==> src/rtl/rpn_stack_calc.sv <==
// RPN calculator core: operands are pushed onto a small register stack, and each op
// replaces the top two entries with their result. Status flags and reject status are registered.
module rpn_stack_calc #(
  parameter int C_WIDTH = 16,
  parameter int C_DEPTH = 4
) (
  input  logic                         clk,
  input  logic                         rst,
  input  logic                         push,
  input  logic                         op,
  input  logic                         drop,
  input  logic [C_WIDTH-1:0]           value,
  output logic [C_WIDTH-1:0]           display,
  output logic [3:0]                   flags,
  output logic [$clog2(C_DEPTH+1)-1:0] depth,
  output logic                         err
);

  localparam int CNT_W = $clog2(C_DEPTH + 1);
  localparam int IDX_W = $clog2(C_DEPTH);

  typedef enum logic [1:0] {
    OPC_ADD = 2'b00,
    OPC_SUB = 2'b01,
    OPC_OR  = 2'b10,
    OPC_AND = 2'b11
  } opcode_e;

  typedef enum logic [1:0] {
    CMD_NONE,
    CMD_PUSH,
    CMD_OP,
    CMD_DROP
  } cmd_e;

  logic [C_WIDTH-1:0] stack_q [C_DEPTH];
  logic [CNT_W-1:0]   cnt_q;
  logic [3:0]         flags_q;
  logic               err_q;

  cmd_e               cmd;
  opcode_e            opcode;
  logic               can_push;
  logic               can_op;
  logic               can_drop;
  logic [IDX_W-1:0]   tos_idx;
  logic [IDX_W-1:0]   nos_idx;
  logic [IDX_W-1:0]   push_idx;

  logic [C_WIDTH-1:0] operand_a;
  logic [C_WIDTH-1:0] operand_b;
  logic [C_WIDTH-1:0] addend;
  logic [C_WIDTH:0]   sum;
  logic [C_WIDTH-1:0] result;
  logic               carry;
  logic               overflow;
  logic [3:0]         flags_next;

  // Lower-priority pulses arriving in the same cycle are simply dropped.
  // NOTE: every signal written in always_comb gets a default first, so no path leaves it unassigned and no latch is inferred.
  always_comb begin
    cmd = CMD_NONE;
    if (push) begin
      cmd = CMD_PUSH;
    end else if (op) begin
      cmd = CMD_OP;
    end else if (drop) begin
      cmd = CMD_DROP;
    end
  end

  assign can_push = (cnt_q < CNT_W'(C_DEPTH));
  assign can_op   = (cnt_q >= CNT_W'(2));
  assign can_drop = (cnt_q != '0);

  // Indices only matter when the matching guard above holds; they wrap harmlessly otherwise.
  assign tos_idx  = IDX_W'(cnt_q - CNT_W'(1));
  assign nos_idx  = IDX_W'(cnt_q - CNT_W'(2));
  assign push_idx = IDX_W'(cnt_q);

  assign opcode    = opcode_e'(value[1:0]);
  assign operand_a = stack_q[tos_idx];
  assign operand_b = stack_q[nos_idx];

  // Subtraction reuses the adder as B + ~A + 1, so carry out means "no borrow".
  always_comb begin
    addend     = operand_a;
    sum        = '0;
    result     = '0;
    carry      = 1'b0;
    overflow   = 1'b0;
    flags_next = '0;
    unique case (opcode)
      OPC_ADD, OPC_SUB: begin
        if (opcode == OPC_SUB) begin
          addend = ~operand_a;
        end
        sum = {1'b0, operand_b} + {1'b0, addend}
            + {{C_WIDTH{1'b0}}, (opcode == OPC_SUB)};
        result   = sum[C_WIDTH-1:0];
        carry    = sum[C_WIDTH];
        overflow = (operand_b[C_WIDTH-1] == addend[C_WIDTH-1])
                && (result[C_WIDTH-1] != operand_b[C_WIDTH-1]);
      end
      OPC_OR:  result = operand_b | operand_a;
      OPC_AND: result = operand_b & operand_a;
      default: result = '0;
    endcase
    flags_next = {result[C_WIDTH-1], (result == '0), carry, overflow};
  end

  // NOTE: state registers use non-blocking assignments so every register samples pre-edge values regardless of statement order.
  always_ff @(posedge clk) begin
    if (rst) begin
      cnt_q   <= '0;
      flags_q <= '0;
      err_q   <= 1'b0;
      // NOTE: the stack array is reset as well, so its contents are defined from the first cycle.
      for (int i = 0; i < C_DEPTH; i++) begin
        stack_q[i] <= '0;
      end
    end else begin
      unique case (cmd)
        CMD_PUSH: begin
          if (can_push) begin
            stack_q[push_idx] <= value;
            cnt_q             <= cnt_q + CNT_W'(1);
            err_q             <= 1'b0;
          end else begin
            err_q <= 1'b1;
          end
        end
        CMD_OP: begin
          if (can_op) begin
            stack_q[nos_idx] <= result;
            cnt_q            <= cnt_q - CNT_W'(1);
            flags_q          <= flags_next;
            err_q            <= 1'b0;
          end else begin
            err_q <= 1'b1;
          end
        end
        CMD_DROP: begin
          if (can_drop) begin
            cnt_q <= cnt_q - CNT_W'(1);
            err_q <= 1'b0;
          end else begin
            err_q <= 1'b1;
          end
        end
        default: ;
      endcase
    end
  end

  // With an empty stack the display echoes the switches so the operator sees what will be pushed.
  assign display = (cnt_q == '0) ? value : stack_q[tos_idx];
  assign depth   = cnt_q;
  assign flags   = flags_q;
  assign err     = err_q;

endmodule

==> config.mk <==
export PLATFORM = sky130hd
export DESIGN_NAME = rpn_stack_calc
export DESIGN_NICKNAME = d
export VERILOG_FILES = /design/src/rtl/rpn_stack_calc.sv
export SDC_FILE = /design/constraint.sdc
export NUM_CORES = 1
export LEC_CHECK = 0
export CORE_MARGIN = 2
export CORE_UTILIZATION = 35
export CTS_CLUSTER_DIAMETER = 50
export CTS_CLUSTER_SIZE = 20
export DETAILED_ROUTE_END_ITERATION = 10
export GPL_TIMING_DRIVEN = 0
export PLACE_DENSITY = 0.59
export SYNTH_ARGS = -nofsm -noshare
export SYNTH_HDL_FRONTEND = slang
export SYNTH_SLANG_ARGS = --single-unit
export TNS_END_PERCENT = 100
==> constraint.sdc <==
create_clock -name clk -period 5.5 [get_ports clk]
set_input_delay 0.55 -clock clk [delete_from_list [all_inputs] [get_ports clk]]
set_output_delay 0.55 -clock clk [all_outputs]
set_load 0.01 [all_outputs]
# Yosys cells after proc, flatten, opt, wreduce, memory -nomap -nowiden
# Memory sizes are Yosys's and may differ from the RTL's.
# Cells that the tools add are included.
# classes
add_sub_neg	5
magnitude_cmp	2
n_eq_ne	11
mux	33
n_bitwise	3
n_reduce_logical	11
# op_table
cell	n
$mux W16	5
$pmux W16 S3	1
$reduce_or A16 Y1	2
$add A16 B16 Y17	1
$add A17 B1 Y17	1
$mux W1	17
$and A16 B16 Y16	1
$logic_not A16 Y1	1
$not A16 Y16	1
$or A16 B16 Y16	1
$mux W2	5
$mux W3	3
$pmux W3 S3	1
$eq A2 B2 Y1 const B	4
$ne A2 B2 Y1 const B	3
$reduce_bool A3 Y1	2
$eq A2 B1 Y1 const B	2
$reduce_and A4 Y1	1
$add A3 B1 Y3 const B	1
$ge A3 B2 Y1 const B	1
$logic_not A3 Y1	1
$lt A3 B3 Y1 const B	1
$pmux W1 S3	1
$sub A3 B1 Y3 const B	1
other kinds (7)	7
# totals
regBits	8
ramBits	64
in_bits	21
output_inout_bits	24
wordCells	69
n_memories	1
# mem_list
name	depth	width	rd	rd_ports_with_merged_regs	wr	line	text
stack_q	4	16	2	0	4	36	logic [C_WIDTH-1:0] stack_q [C_DEPTH];

# Logic depth before layout (Yosys ltp)
# logic_depth
word_depth	10
mapped_depth	20
mapped_depth_nobuf	15

# Least setup slack after synthesis
# OpenSTA, ideal clock, no wires.
# synth_timing
kind	reg-to-reg
start	reg cnt_q[0], in the netlist depth[0]
end	mem stack_q[2][15] (data pin)
setup_time_ns	0.265
t_arrival_ns	5.582
t_required_ns	5.235
slack_ns	-0.347
stages_incl_launch_ff	20
path_buffers	6
period_less_slack_ns	5.847
cell_sequence	dfxtp_1 -> buf_6 -> buf_2 -> buf_1 -> clkbuf_1 -> inv_1 -> ha_1 -> buf_6 -> buf_1 -> mux4_2 -> xnor2_1 -> ha_1 -> nand2_1 -> mux2_2 -> or3_4 -> or3_4 -> a31oi_4 -> mux2i_1 -> a32oi_2 -> nor2_1
# synth_lines
element	line	text
start, declared	37	logic [CNT_W-1:0] cnt_q;
start signal, assigned	127	cnt_q <= cnt_q + CNT_W'(1);
start signal, assigned	136	cnt_q <= cnt_q - CNT_W'(1);
start signal, assigned	145	cnt_q <= cnt_q - CNT_W'(1);
end, declared	36	

==> results.md <==
- Placeable Area: between 15,000 and 20,000 um2
- Most area-consuming cells after synthesis: edfxtp_1 (35%), mux4_2 (12%), nor2_1 (5.3%)
- Starting Density: 35.8%
- ANT nets after route: 0
- Fill cells: 1,434
- Final Hold Fails: 0
- Hold Path End: flags[1]
- Critical Path Start Type: flop
- Crit Path Max Fanout: 19
- Post-synthesis sequential area ratio: 38.4%
- Cell area after synthesis: 5420 um2
- Grt total ovfl: 0
- Leakage: between 0.002 and 0.0025 uW
- Design area: between 6000 and 7000 um2
- Cts bufs inserted: 9
- RSZ-0062 raised after global routing: false
- Root Buffer: clkbuf_16
- YS warnings: 0
- Die area: 16,500 um2
- Post-synth top area cell: edfxtp_1
- Gr usage total: 19.9%
- Design Power: between 4000 and 5000 uW
- Reg2reg end: stack_q[2][15]
- Row cnt: 45
- Internal power: 2320 uW
- HPWL Detailed: 12,000 um
- Reg power frac: 17.4%
- Post-Syn Nets: 548
- WP data arrival: ~5300 ps
- Ratio of cells with drive above 1 in the final layout: 15.1%
- DR vias/cell: 5.76
- Top-area cell type share of the netlist area: between 30% and 40%
- Final setup violation count: 0
- EDFF count, synth: 64
- CTS sink cnt: 72
- Status: complete, no violations
- #FFs+latches synth: 72
- Nets: 598
- GP Congestion: ~0.9
- Post-synthesis instance total: slightly above 500
- Area delta synth->final: 18.4%
- Worst setup EP type: flop
- TritonCTS clock tree: built
- Hold Startpoint: flags[1]
- Setup Skew: 6.64 ps
- Clk buf depth: 2
- Multi-input gate area: 3120 um2
- WHS Path Cells: 2
- Final Max Slew Viols: 0
- Reg2Reg Depth: 18
- Largest net degree at the start of global routing: 20
- Reg2reg start: depth[0]
- Slew @ Worst Pin: ~930 ps
- Pre-CTS WS: -1050 ps
- Vias in the first global route: 4,341
- Diode count: 0
- I/O pin count: 45
- Setup CP Type: flop to flop
- Clk pin slew, worst setup/hold paths: roughly 60 ps
- Relative slew slack: 38.0%
- Fin crit period: roughly 5200 ps
- Die width: 128 um
- PwrDens: 643 nW/um2
- Main synth FF type: edfxtp_1
- First-pass DRT Iterations: 5
- Critical Path RT: 5560 ps
- Most instantiated cells after synthesis: nor2_1 (77), edfxtp_1 (64), nand2_1 (33), mux4_2 (30), inv_1 (27)
- Post-CTS setup buffers: 0
- Cell variety after synth: between 70 and 80
- Initial antenna violation count: 0
- DR DRC count: 0
- Clk_lat worst skew: 330 ps
- Hold/Removal Path Class: flop to flop
- Initial drt markers: 418
- Port-buffer cells: 41
- Area post-placement: 6070 um2
- Net Sw Power: ~1800 uW
- Final period util: 95.3%
- Switching Fraction: between 40% and 50%
- Global-route wire length before repair: 24,600 um
- Average cell area after synthesis: 10.6 um2
- Worst reg2reg setup slack: 260 ps
- Average wire per standard cell: 21.0 um
- Chip Height: 128 um
- Gate power share: 67.8%
- Setup ws final: 261 ps
- Hold WS: 463 ps
- Vias: 4,335
- Clock power frac: 14.8%
- Worst IR Drop VDD: about 0.24 mV
- CTS H-Tree Depth: 3
- Register area: 2080 um2
- Highest clock rate: ~0.19 GHz
- WL final: around 16,000 um
- Top-count cell post-synth: nor2_1
- Synth async-reset ratio: 0%
- Number of max-cap violations: 0
-- metal layers --
metal | routed length, um | global-route usage (%) | share of wire [%] | up-vias
met3 | 739 | 2.41 | 4.7 | 24
met2 | 7940 | 33.5 | 50 | 124
li1 | - | - | - | 2021
met5 | 0 | 0 | 0 | -
met1 | 6730 | 26.6 | 43 | 2166
met4 | 390 | 7.30 | 2.5 | 0
-- power by group through the flow --
| stage | sequential [uW] | clock (uW) | combinational (uW) |
|---|---|---|---|
| after detailed placement | 726 | 0 | 2720 |
| after CTS | 715 | 619 | 2770 |
| after global routing | 724 | 645 | 3030 |
| after global placement | 721 | 0 | 2680 |
| after floorplan | 718 | 0 | 1960 |
| final | 716 | 610 | 2800 |
-- flip-flops by register name, summed over array words and instances, names as in the netlist --
signal and count:
depth 3, flags 4, err 1, stack_q 64
-- per-stage QoR --
step	utilization, %	TNS, ps	std cells
2_1_floorplan	-	0	509
6_report	42.4	0	752
3_5_place_dp	40.0	-40750	738
4_1_cts	42.3	0	753
3_3_place_gp	40.0	-35170	738
5_1_grt	42.4	0	752
-- layout make-up --
| type | instances | share of cell area, % |
|---|---|---|
| buffer | 27 | 2.42 |
| sequential | 72 | 32.4 |
| clock buffer | 9 | 3.51 |
| clock inverter | 7 | 1.35 |
| inverter | 28 | 1.64 |
| tap | 188 | 3.67 |
| timing repair buffer | 41 | 6.40 |
| multi-input combinational | 380 | 48.6 |
-- how the worst max path moves through the flow --
stage,startpoint,to,slack (ps)
floorplan,depth[0],stack_q[2][15],90
global placement,depth[0],stack_q[2][12],-990
detailed placement,depth[0],stack_q[0][12],-1050
CTS,depth[0],stack_q[2][15],60
global route,depth[0],stack_q[2][15],2
finish,depth[0],stack_q[2][15],260
-- cell families after synthesis --
logic type / count (synthesis) / synth area share [%]
simple gates: 158 / 13.5
compound gates: 107 / 14.1
flops: 72 / 38.4
mux: 58 / 18.6
buf+inv: 57 / 4.32
fa+ha+maj: 29 / 6.33
xor+xnor: 28 / 4.78
-- repair_timing --
action                                  in CTS  in global routing
gates resized for setup                     13                  4
hold buffers                                 0                  0
pin swaps                                    1                  2
endpoints found under the setup margin      59                 29
-- worst max-delay path, stage by stage, from the launching register on --
cell      delay [ps]
dfxtp_1          370
buf_6            190
buf_8            240
clkbuf_8         230
inv_1             90
ha_1             300
buf_6            180
buf_8            190
mux4_2           570
xnor2_1          170
ha_2             440
nand2_1           90
mux2_2           290
or3_4            410
or3_4            390
a31oi_4          210
mux2i_1          140
a32oi_2          350
nor2_1            90
-- placed cells by master (no fill, tap or decap), types with 4 or more instances in the layout --
cell	synthesis	layout
mux2_2	16	16
nand2b_1	10	10
mux4_2	30	30
clkbuf_16	0	9
mux2i_1	10	10
clkdlybuf4s50_1	0	41
a21oi_1	24	24
clkbuf_1	20	19
o21a_1	4	4
xnor2_1	24	23
nor2_1	77	77
o211ai_1	7	7
nand3_1	5	5
edfxtp_1	64	64
nor3_1	5	5
a31oi_1	4	4
maj3_1	11	11
inv_1	27	27
or3_1	4	4
dfxtp_1	8	8
a21o_1	5	5
nand2_1	33	33
and3_1	4	4
o21ai_0	16	15
ha_1	17	16
a22oi_1	9	8
No activity file was read; power rests on OpenSTA's default activity.
==> patch 1 (same flow settings) <==
Change the parameter `C_WIDTH` from 16 to 20.
--- a/src/rtl/rpn_stack_calc.sv
+++ b/src/rtl/rpn_stack_calc.sv
@@ -2,5 +2,5 @@
 // replaces the top two entries with their result. Status flags and reject status are registered.
 module rpn_stack_calc #(
-  parameter int C_WIDTH = 16,
+  parameter int C_WIDTH = 20,
   parameter int C_DEPTH = 4
 ) (
Ports: changed (resized display and value); port bits go from 45 to 53. The function was not compared with the original's and may differ.
==> patch 1 against the unedited design <==
Non-clock buffer count increased by 36; core utilization increased by 1.0 points; via count grew 41%; synthesized cell count up 42%; synthesized area rose by 30%; sequential power up 22%; clock power grew 5.7%; first-iteration DRC count increased by 56%; sequential cell count is 16 higher; clock skew shrank 0.00055 ns; total power up 38%; worst setup slack got worse by 0.079 ns; design area grew 33%; routed wire length grew 40%; highest routed layer unchanged.
==> patch 1: results (changes against the unedited design) <==
metric	value	unit	change
first-pass GRT wire length	34.0	mm	+38%
Netlist cell types	76		+7.0%
share of layout cells above drive strength 1	15.8	%	+0.78 points
GPL Wtd Cong	0.838		-4.8%
largest cells by area after synthesis	edfxtp_1 34%, mux4_2 12%, nand2_1 4.8%		
Critical path origin	depth[1]$_SDFFE_PP0P_		
DR iter-0 viols	651		+56%
dpl cells	1040		+41%
vias per inst	5.76		about the same
clock slew at reported path FFs	0.06	ns	about the same
RR Startpoint	depth[1]$_SDFFE_PP0P_		
via count	6108		+41%
clk root buf	clkbuf_16		
Syn Inst Count	723		+42%
largest net degree at the start of global routing	21		+5.0%
total track usage	20.6	%	+0.67 points
sequential power share	15.3	%	-2.1 points
clock skew	0.00610	ns	-0.000546 ns
maximum VDD drop	256	uV	+8.9%
number of synthesized flops with an enable pin	80		+25%
LEAKAGE	3.13	nW	+33%
Worst Path Arrival	5.59	ns	+0.29 ns
Comb. pwr	4.18	mW	+49%
status	complete, no violations		
R2R cell count	20		+2
Post-Route WL	22.1	mm	+40%
reg2reg setup slack	0.18	ns	-0.08 ns
worst slew pin tran	1.23	ns	+0.303 ns
Switching Share	47.5	%	+3.7 points
critical path peak fanout	10		-9
hpwl dp	16.2	mm	+35%
antenna violations before repair	0		unchanged
net count after synthesis	768		+40%
vias in the first global route	5788		+33%
-- patch 1: through the flow --
step                      worst slack [ns]  hold slack (ns)  area, sq um  util [%]  TNS, ns
after floorplan                     0.0798            0.476         7070         -        0
after global placement               -1.26            0.450         7920      40.4   -51.35
after detailed placement             -1.21            0.450         7920      40.4   -48.51
after CTS                          0.00384            0.457         8360      42.7        0
after global routing               -0.0172            0.470         8500      43.4  -0.0172
final                                0.182            0.453         8500      43.4        0
-- patch 1: worst max-delay path, delay by kind of cell, from the launching register on --
| kind | cells | cell delay, ns |
|---|---|---|
| buffers and inverters | 6 | 1.16 |
| multiplexers | 1 | 0.57 |
| XOR/XNOR | 1 | 0.16 |
| adder cells (fa/ha/maj) | 2 | 0.74 |
| AND/OR/NAND/NOR | 6 | 1.55 |
| AO/OA/AOI/OAI | 4 | 0.67 |
| flip-flops | 1 | 0.36 |
-- patch 1: logic make-up after synthesis --
group,synth area share [%]
and+or+nand+nor,17.1
buffers and inverters,4.38
adders and majority gates,5.36
muxes,15.2
DFF,36.4
xor gates and xnor gates,3.98
AOI/OAI and AO/OA,17.6
-- patch 1: area by class of cell --
cell class	count	area (sq um)
flip-flops and latches	88	2560
multi-input cells	557	4360
repair buffers	58	566
clock buffers	9	225
well taps	265	332
clock inverters	7	86.3
fillers	1915	11100
inverters	30	118
plain buffers	46	256
-- patch 1: timing repair --
action | 4_1_cts | 5_1_grt
resized for setup | 31 | 28
pin swaps | 6 | 5
endpoints found under the hold margin | 0 | 0
setup buffers | 3 | 3
setup endpoints to repair | 68 | 46
-- patch 1: per-layer routing --
layer,track usage (%),routed length (microns),vias up
li1,-,-,2857
met1,29.7,9950,3008
met2,32.9,10400,219
met3,2.73,1420,24
met4,4.95,327,0
met5,0,0,-
==> patch 2 (config.mk and constraints unchanged) <==
Made on the original files. Register the output `display`; this adds one clock of latency there. The other outputs are not delayed to match.
--- a/src/rtl/rpn_stack_calc.sv
+++ b/src/rtl/rpn_stack_calc.sv
@@ -155,5 +155,7 @@
 
   // With an empty stack the display echoes the switches so the operator sees what will be pushed.
-  assign display = (cnt_q == '0) ? value : stack_q[tos_idx];
+  always_ff @(posedge clk) begin
+    display <= (cnt_q == '0) ? value : stack_q[tos_idx];
+  end
   assign depth   = cnt_q;
   assign flags   = flags_q;
Behaviour: not the same (Yosys sat finds a counterexample within 4 cycles, from zero or initial values and one cycle with rst high).
==> patch 2 against the unedited design <==
First-iteration DRC count shrank 9.3%; die area up 7.0%; sequential power grew 25%; total power down 5.9%; design area rose by 8.4%; via count rose by 3.3%; routed wire length rose by 4.0%; synthesized cell count up 4.1%; maximum frequency up 1.4%; synthesized area increased by 7.3%; worst setup slack better by 0.073 ns; sequential cell count increased by 16.
==> patch 2: results (changes against the unedited design) <==
metric	value	unit	change
net count after synthesis	569		+3.8%
Rel. slew slack	28.2	%	-9.8 points
switching power	1.57	mW	-13%
Power Total	3.88	mW	-5.9%
Seq/total area	34.6	%	+2.1 points
DR iter-0 viols	379		-9.3%
Logic pwr share	58.5	%	-9.3 points
post-synthesis sequential area ratio	41.3	%	+2.9 points
complex-gate fraction of the synthesized area	11.4	%	-2.7 points
Clock Latency Late Sink	0.35	ns	+0.02 ns
Clock Network Area Fraction	4.96	%	+0.11 points
Nets	623		+4.2%
maximum VDD drop	217	uV	-7.7%
comb_multi_in	382		+0.53%
Worst Path Arrival	5.23	ns	-0.07 ns
Top Family by Delay on Critical Path	compound AO/OA/AOI/OAI gates		
vias in the first global route	4450		+2.5%
post-synthesis mux area share	17.4	%	-1.2 points
Non-clock buffers	76		+12%
Sequential Area	2400	sq um	+15%
Non-Filler Instances	809		+7.6%
clk sinks	88		+22%
Synth Area in XOR/XNOR	5.71	%	+0.92 points
Netlist cell types	66		-7.0%
Layout non-clock buf frac	9.15	%	+0.34 points
count of input and output buffers	44		+7.3%
Filler cells	1504		+4.9%
dpl cells	794		+7.6%
first-pass GRT wire length	25.3	mm	+2.8%
seq pwr	0.898	mW	+25%
status	complete, no violations		
GPL Wtd Cong	0.852		-3.3%
largest cells by area after synthesis	edfxtp_1 33%, mux4_2 12%, dfxtp_1 8.3%		
multi-input logic area	3190	sq um	+2.5%
clock skew	0.0111	ns	+0.00445 ns
total track usage	19.1	%	-0.82 points
share of layout cells above drive strength 1	16.5	%	+1.4 points
LEAKAGE	2.60	nW	+10%
-- patch 2: final timing paths --
| kind | start | end | slack, ns | cells after the start |
|---|---|---|---|---|
| setup / recovery | depth[0]$_SDFFE_PP0P_ | stack_q[1][12]$_SDFFCE_PN0P_ | 0.33 | 20 |
| setup reg to reg | depth[0]$_SDFFE_PP0P_ | stack_q[1][12]$_SDFFCE_PN0P_ | 0.33 | 20 |
| hold / removal | flags[0]$_SDFFE_PP0P_ | flags[0]$_SDFFE_PP0P_ | 0.52 | 2 |
| hold reg to reg | flags[0]$_SDFFE_PP0P_ | flags[0]$_SDFFE_PP0P_ | 0.52 | 2 |
-- patch 2: per-layer routing --
metal	share of wire (%)	track usage, %
met5	0	0
met4	2.0	5.85
met3	5.3	2.68
met2	48	32.4
met1	44	25.4
-- patch 2: repair_timing --
action,4_1_cts,5_1_grt
buffers inserted,1,1
resized for setup,16,4
pin swaps,1,1
endpoints found under the setup margin,56,25
